### src/rtl/sha_pipe_slice_chain.sv
// Chain of DEPTH valid/ready skid-buffer slices carrying WIDTH-bit words between SHA-256 stages.
// Every output is driven from a flop; the chain also provides a synchronous flush and an occupancy count.
module sha_pipe_slice_chain #(
  parameter int unsigned WIDTH = 32,
  parameter int unsigned DEPTH = 2,
  localparam int unsigned CNT_W = $clog2(2 * DEPTH + 1)
) (
  input  logic             clock,
  input  logic             reset,
  input  logic             flush,
  input  logic             in_valid,
  input  logic [WIDTH-1:0] in_data,
  output logic             in_ready,
  output logic             out_valid,
  output logic [WIDTH-1:0] out_data,
  input  logic             out_ready,
  output logic [CNT_W-1:0] occupancy
);

  if (DEPTH < 1) begin : g_depth_check
    $error("sha_pipe_slice_chain: DEPTH must be >= 1");
  end

  // Per-slice state exported for neighbour links and the occupancy sum
  logic             main_valid_w   [DEPTH];
  logic [WIDTH-1:0] main_data_w    [DEPTH];
  logic             ready_w        [DEPTH];
  logic             main_valid_n_w [DEPTH];
  logic             skid_valid_n_w [DEPTH];
  logic [CNT_W-1:0] occ_next;

  for (genvar k = 0; k < DEPTH; k++) begin : g_slice
    logic             main_valid, skid_valid, ready_q;
    logic [WIDTH-1:0] main_data, skid_data;
    logic             main_valid_n, skid_valid_n;
    logic [WIDTH-1:0] main_data_n, skid_data_n;
    logic             up_valid, down_ready, accept, drain;
    logic [WIDTH-1:0] up_data;

    if (k == 0) begin : g_head
      assign up_valid = in_valid;
      assign up_data  = in_data;
    end else begin : g_link
      assign up_valid = main_valid_w[k-1];
      assign up_data  = main_data_w[k-1];
    end

    if (k == DEPTH - 1) begin : g_tail
      assign down_ready = out_ready;
    end else begin : g_pass
      assign down_ready = ready_w[k+1];
    end

    assign accept = up_valid & ready_q;
    assign drain  = main_valid & down_ready;

    // EMPTY / ONE / FULL transitions, encoded by (main_valid, skid_valid)
    always_comb begin
      main_valid_n = main_valid;
      main_data_n  = main_data;
      skid_valid_n = skid_valid;
      skid_data_n  = skid_data;
      if (skid_valid) begin
        if (drain) begin
          main_data_n  = skid_data;
          skid_valid_n = 1'b0;
        end
      end else if (main_valid) begin
        if (accept && drain) begin
          main_data_n = up_data;
        end else if (accept) begin
          skid_valid_n = 1'b1;
          skid_data_n  = up_data;
        end else if (drain) begin
          main_valid_n = 1'b0;
        end
      end else if (accept) begin
        main_valid_n = 1'b1;
        main_data_n  = up_data;
      end
    end

    always_ff @(posedge clock) begin
      if (reset || flush) begin
        main_valid <= 1'b0;
        skid_valid <= 1'b0;
        main_data  <= '0;
        skid_data  <= '0;
        ready_q    <= 1'b1;
      end else begin
        main_valid <= main_valid_n;
        skid_valid <= skid_valid_n;
        main_data  <= main_data_n;
        skid_data  <= skid_data_n;
        ready_q    <= !skid_valid_n;
      end
    end

    assign main_valid_w[k]   = main_valid;
    assign main_data_w[k]    = main_data;
    assign ready_w[k]        = ready_q;
    assign main_valid_n_w[k] = main_valid_n;
    assign skid_valid_n_w[k] = skid_valid_n;
  end

  // Occupancy register tracks the post-edge count of valid entries
  always_comb begin
    occ_next = '0;
    for (int unsigned i = 0; i < DEPTH; i++) begin
      occ_next = occ_next + CNT_W'(main_valid_n_w[i]) + CNT_W'(skid_valid_n_w[i]);
    end
  end

  always_ff @(posedge clock) begin
    if (reset || flush) begin
      occupancy <= '0;
    end else begin
      occupancy <= occ_next;
    end
  end

  assign in_ready  = ready_w[0];
  assign out_valid = main_valid_w[DEPTH-1];
  assign out_data  = main_data_w[DEPTH-1];

endmodule

### config.mk
export PLATFORM = sky130hd
export DESIGN_NAME = sha_pipe_slice_chain
export DESIGN_NICKNAME = d
export VERILOG_FILES = /design/src/rtl/sha_pipe_slice_chain.sv
export SDC_FILE = /design/constraint.sdc
export NUM_CORES = 1
export LEC_CHECK = 0
export CORE_MARGIN = 2
export CORE_UTILIZATION = 51
export DETAILED_ROUTE_END_ITERATION = 10
export PLACE_DENSITY = 0.74
export REMOVE_ABC_BUFFERS = 1
export SYNTH_ARGS = -nofsm -noshare
export SYNTH_HDL_FRONTEND = slang
export SYNTH_SLANG_ARGS = --single-unit
### constraint.sdc
create_clock -name clock -period 2.3 [get_ports clock]
set_clock_uncertainty 0.15 [all_clocks]
set_input_delay 0.46 -clock clock [delete_from_list [all_inputs] [get_ports clock]]
set_output_delay 0.46 -clock clock [all_outputs]
set_load 0.02 [all_outputs]
### After elaboration in Yosys (flattened, before gate mapping)

Cells that the tools add are included.

* $add $sub $neg: 3
* muxes and demuxes: 28
* equal/unequal tests: 4
* reduce and logical (&&, ||, !) cells: 11
* bitwise gates (word level): 7

Operators by type and width (number)
* $mux W32: 10
* $mux W1: 18
* $reduce_and A4 Y1: 2
* $ne A3 B1 Y1 const B: 2
* $reduce_and A3 Y1: 2
* $reduce_bool A3 Y1: 2
* $ne A2 B1 Y1 const B: 2
* $not A1 Y1: 4
* $add A2 B1 Y3: 1
* $add A3 B1 Y3: 1
* $and A1 B1 Y1: 3
* $add A1 B1 Y2: 1
* $logic_and A1 B1 Y1: 2
* $logic_not A1 Y1: 2
* $logic_or A1 B1 Y1: 1

* output and inout port bits: 37
* flip-flop bits (word level): 137
* logic and storage cells: 64
* bits of input ports: 37

### Logic depth before layout (Yosys ltp)

* word-level depth: 9
* gate-level depth with buffers: 8
* gate-level depth less buffers: 6

### Worst setup path after synthesis

Ideal clock, no wire load.

* kind: reg-to-reg
* start: reg g_slice[1].skid_valid
* end: reg occupancy[1]
* clock period less this slack: 1.990 ns
* path buffers: 2
* data required time: 2.035 ns
* stages on the path, launching flop included: 9
* data arrival time: 1.725 ns
* slack: 0.310 ns
* setup time: 0.115 ns
* cells stage by stage: dfxtp_1 buf_6 buf_2 a31oi_1 a21oi_1 ha_1 ha_1 ha_1 and2_1

* elaborated cells on any way between the ends: 4
* those cells by class: add/sub: 2; mux: 2

RTL lines
* start: declaration: RTL line 33 `logic main_valid, skid_valid, ready_q;`
* start signal: assignment: RTL line 92 `skid_valid <= skid_valid_n;`
* $mux W1: RTL line 63 `if (skid_valid) begin`
* named net g_slice[1].skid_valid_n: RTL line 35 `logic main_valid_n, skid_valid_n;`
* $add A3 B1 Y3: RTL line 110 `occ_next = occ_next + CNT_W'(main_valid_n_w[i]) + CNT_W'(skid_valid_n_w[i]);`
* named net occ_next[1]: RTL line 30 `logic [CNT_W-1:0] occ_next;`
* end signal: assignment: RTL line 118 `occupancy <= occ_next;`
* end: declaration: RTL line 17 `output logic [CNT_W-1:0] occupancy`

The timed path passes the listed nets, and every way through them passes these cells.
A chain may end at the register's enable or synchronous reset.

### Final worst setup path

* start: reg g_slice[1].main_valid (netlist: out_valid)
* end: out out_valid

RTL lines
* start: declaration: RTL line 33
* start signal: assignment: RTL line 91 `main_valid <= main_valid_n;`
* end: declaration: RTL line 14 `output logic out_valid,`

No word-level cell between the ends.

==> summary.txt <==
Layout
  – Fill count: 957
  – N_diodes: 0
  – Fraction of layout cells with a size suffix above 1: 13.6%
  – Final core area utilization: 65.4%
  – Layout area overhead: 25.9%
  – Final nets: 750

Timing
  – Hold Vio Cnt, Final: 0
  – RSZ-0062 raised after global routing: false
  – Final worst slack: 0.122 ns
  – FMAX: 459 MHz
  – Min cycle time layout: 2.18 ns
  – Worst slew pin tran: 0.719 ns
  – Final cycle utilization of the critical path: 94.7%
  – Final setup vio count: 0
  – Slew Limit Fails: 0
  – Max transition margin: 51.9%

Clock tree
  – Clk pin slew, worst setup/hold paths: 0.06 ns
  – Clk_lat worst skew: 0.41 ns
  – Clk root buf: clkbuf_16
  – Clock buffer depth: 2
  – H-Tree Depth: 4
  – CTS Buf Count: 17
  – CTS tree: yes
  – Post CTS Setup Buffer Count: 0
  – # resized after CTS: 0
  – Clk sink count: 137
  – Cts hold-fix bufs: 0

Placement
  – Detailed Place HPWL: 9010 µm
  – RePlAce Congestion: 0.814
  – Pre-CTS WS: -0.135 ns
  – PortBufs: 73

Drt
  – Mean routed wirelength per cell: 16.2 µm
  – Via/cell ratio: 5.61
  – Starting DRT DRC Count: 224
  – Vias: 4883
  – DRT Pass-1 Iters: 4
  – Antenna Violating Nets Remaining: 0
  – Post-Route WL: 14100 µm
  – Remaining DRCs: 0

Floorplan
  – Die area: 13000 µm²
  – Chip width: 114 µm
  – Die Ht: 114 µm
  – Initial Util: 52.0%
  – IO Count: 74
  – Rows: 40
  – Core area: 11900 µm²

Global routing
  – Grt ovf: 0
  – Global-route track usage on met2: 37.9%
  – Initial antenna violation count: 0
  – Met1 Track Usage GR: 28.2%
  – Met3 GRT Util: 5.13%
  – GR peak layer: met2
  – First-pass GRT wire length: 23600 µm
  – All-Layer GR Usage: 22.7%
  – Largest net degree at the start of global routing: 39
  – Vias in the first global route: 4954

Critical path
  – Worst-path cell chain: clkdlybuf4s50_1
  – Slowest stage delay, CP: 0.66 ns
  – CP Launch Type: flip-flop
  – Worst setup EP type: primary output
  – CP top delay family: buffers and inverters
  – Register-to-Register Path Depth: 6
  – WP data arrival: 1.57 ns
  – Crit path buf inv count: 1
  – Critical path depth in cells: 1
  – Worst-path maximum fanout: 6
  – Critical-path top delay cell: clkdlybuf4s50_1
  – Crit Path Class: reg2out
  – Required time worst endpoint: 1.69 ns

Pwr
  – Power Density: 699 nW/µm²
  – Peak supply drop: 0.000521 V
  – Pleak: 2.73 nW

Synthesis
  – Async S/R FF share, synth: 0%
  – #FFs+latches synth: 137
  – Synthesized instance count: 651
  – Top-count cell post-synth: nand2_1
  – Top FF cell, synth: dfxtp_1
  – Synth area leaders: dfxtp_1 (44%), mux2i_1 (21%), nand2_1 (9.9%), mux2_2 (5.8%), o31ai_1 (3.9%)
  – Avg Inst Size Synth: 9.51 µm²
  – Seq/Total Area, Yosys: 44.3%
  – Top cells by count, synth: nand2_1 (163), dfxtp_1 (137), mux2i_1 (128), a21oi_1 (34)
  – EDFF count, synth: 0
  – Synthesized area: 6190 µm²
  – Unique masters post-synth: 31
  – Syn. warnings: 0
  – Synth area leader: dfxtp_1
  – Share of the synthesized area in the top cell type: 44.3%

Min path
  – Worst Hold Path Cells: 2
  – Hold Path Class: reg2reg

Run
  – Max cap viols: 0

Outcome
  – Status: finished, final reports clean
[layer usage]
metal / wire length (µm) / vias to the layer above / part of all wire (%)
met5: 0 / - / 0
met2: 7130 / 121 / 51
met4: 253 / 0 / 1.8
met1: 6100 / 2355 / 43
li1: - / 2387 / -
met3: 590 / 20 / 4.2
[placed cells by master, fill, tap and decap left out, types with 4 or more instances in the layout]
cell / count
mux2_2: 32
or4_1: 32
clkbuf_8: 4
clkbuf_16: 17
buf_12: 12
mux2i_1: 128
nand2_1: 163
and2_1: 6
dfxtp_1: 135
clkdlybuf4s50_1: 73
clkinv_2: 5
buf_4: 16
a21oi_1: 34
o31ai_1: 32
[power breakdown]
group	total [mW]	switching [mW]	internal, mW
clock network	2.68	0.980	1.70
logic	0.348	0.172	0.176
registers	2.41	0.0145	2.40
[flip-flops by register name, indices dropped and copies added, names as in the netlist, 2 cells and up]
| signal | count |
|---|---|
| g_slice.skid_data | 64 |
| out_data | 32 |
| occupancy | 3 |
| g_slice.skid_valid | 2 |
| g_slice.main_data | 32 |
[layout make-up]
class | instances | area, µm² | area share, %
Tap cell | 147 | 184 | 2.36
Sequential cell | 137 | 2750 | 35.2
Clock inverter | 8 | 92.6 | 1.19
Timing Repair Buffer | 101 | 1090 | 14.0
Inverter | 2 | 7.51 | 0.0964
Clock buffer | 24 | 492 | 6.31
Multi-Input combinational cell | 451 | 3180 | 40.8
[worst min-delay path, stage by stage (launching register included)]
cell and delay (ns):
dfxtp_1 0.30, nand2_1 0.05, mux2i_1 0.05
[through the flow]
| stage | power [mW] | cell area [µm²] | cells | hold WS [ns] | TNS [ns] |
|---|---|---|---|---|---|
| floorplan | 2.64 | 5900 | 590 | 0.281 | -405.64 |
| global placement | 2.80 | 7200 | 838 | 0.288 | -0.0323 |
| detailed placement | 2.81 | 7200 | 838 | 0.297 | -0.178 |
| CTS | 5.47 | 7790 | 870 | 0.306 | 0 |
| global route | 5.61 | 7790 | 870 | 0.321 | 0 |
| finish | 5.44 | 7790 | 870 | 0.306 | 0 |
[worst paths after layout]
check | start | to | slack, ns
min reg2reg | g_slice[1].skid_data[11]$_SDFFE_PP0P_ | g_slice[1].skid_data[11]$_SDFFE_PP0P_ | 0.31
min | g_slice[1].skid_data[11]$_SDFFE_PP0P_ | g_slice[1].skid_data[11]$_SDFFE_PP0P_ | 0.31
max | out_valid$_SDFF_PP0_ | out_valid | 0.12
max reg2reg | g_slice[0].main_valid$_SDFF_PP0_ | occupancy[1]$_SDFF_PP0_ | 0.23
[cell families (layout without fill, tap and decap cells)]
| kind of cell | after synthesis | in the layout | synth area share, % |
|---|---|---|---|
| buffers and inverters | 63 | 135 | 4.81 |
| muxes | 160 | 160 | 26.5 |
| AOI/OAI and AO/OA | 75 | 75 | 7.84 |
| DFF | 137 | 137 | 44.3 |
| and+or+nand+nor | 212 | 212 | 15.8 |
| adders and majority gates | 3 | 3 | 0.607 |
| xor gates and xnor gates | 1 | 1 | 0.142 |
No activity file was read; power rests on OpenSTA's default activity.
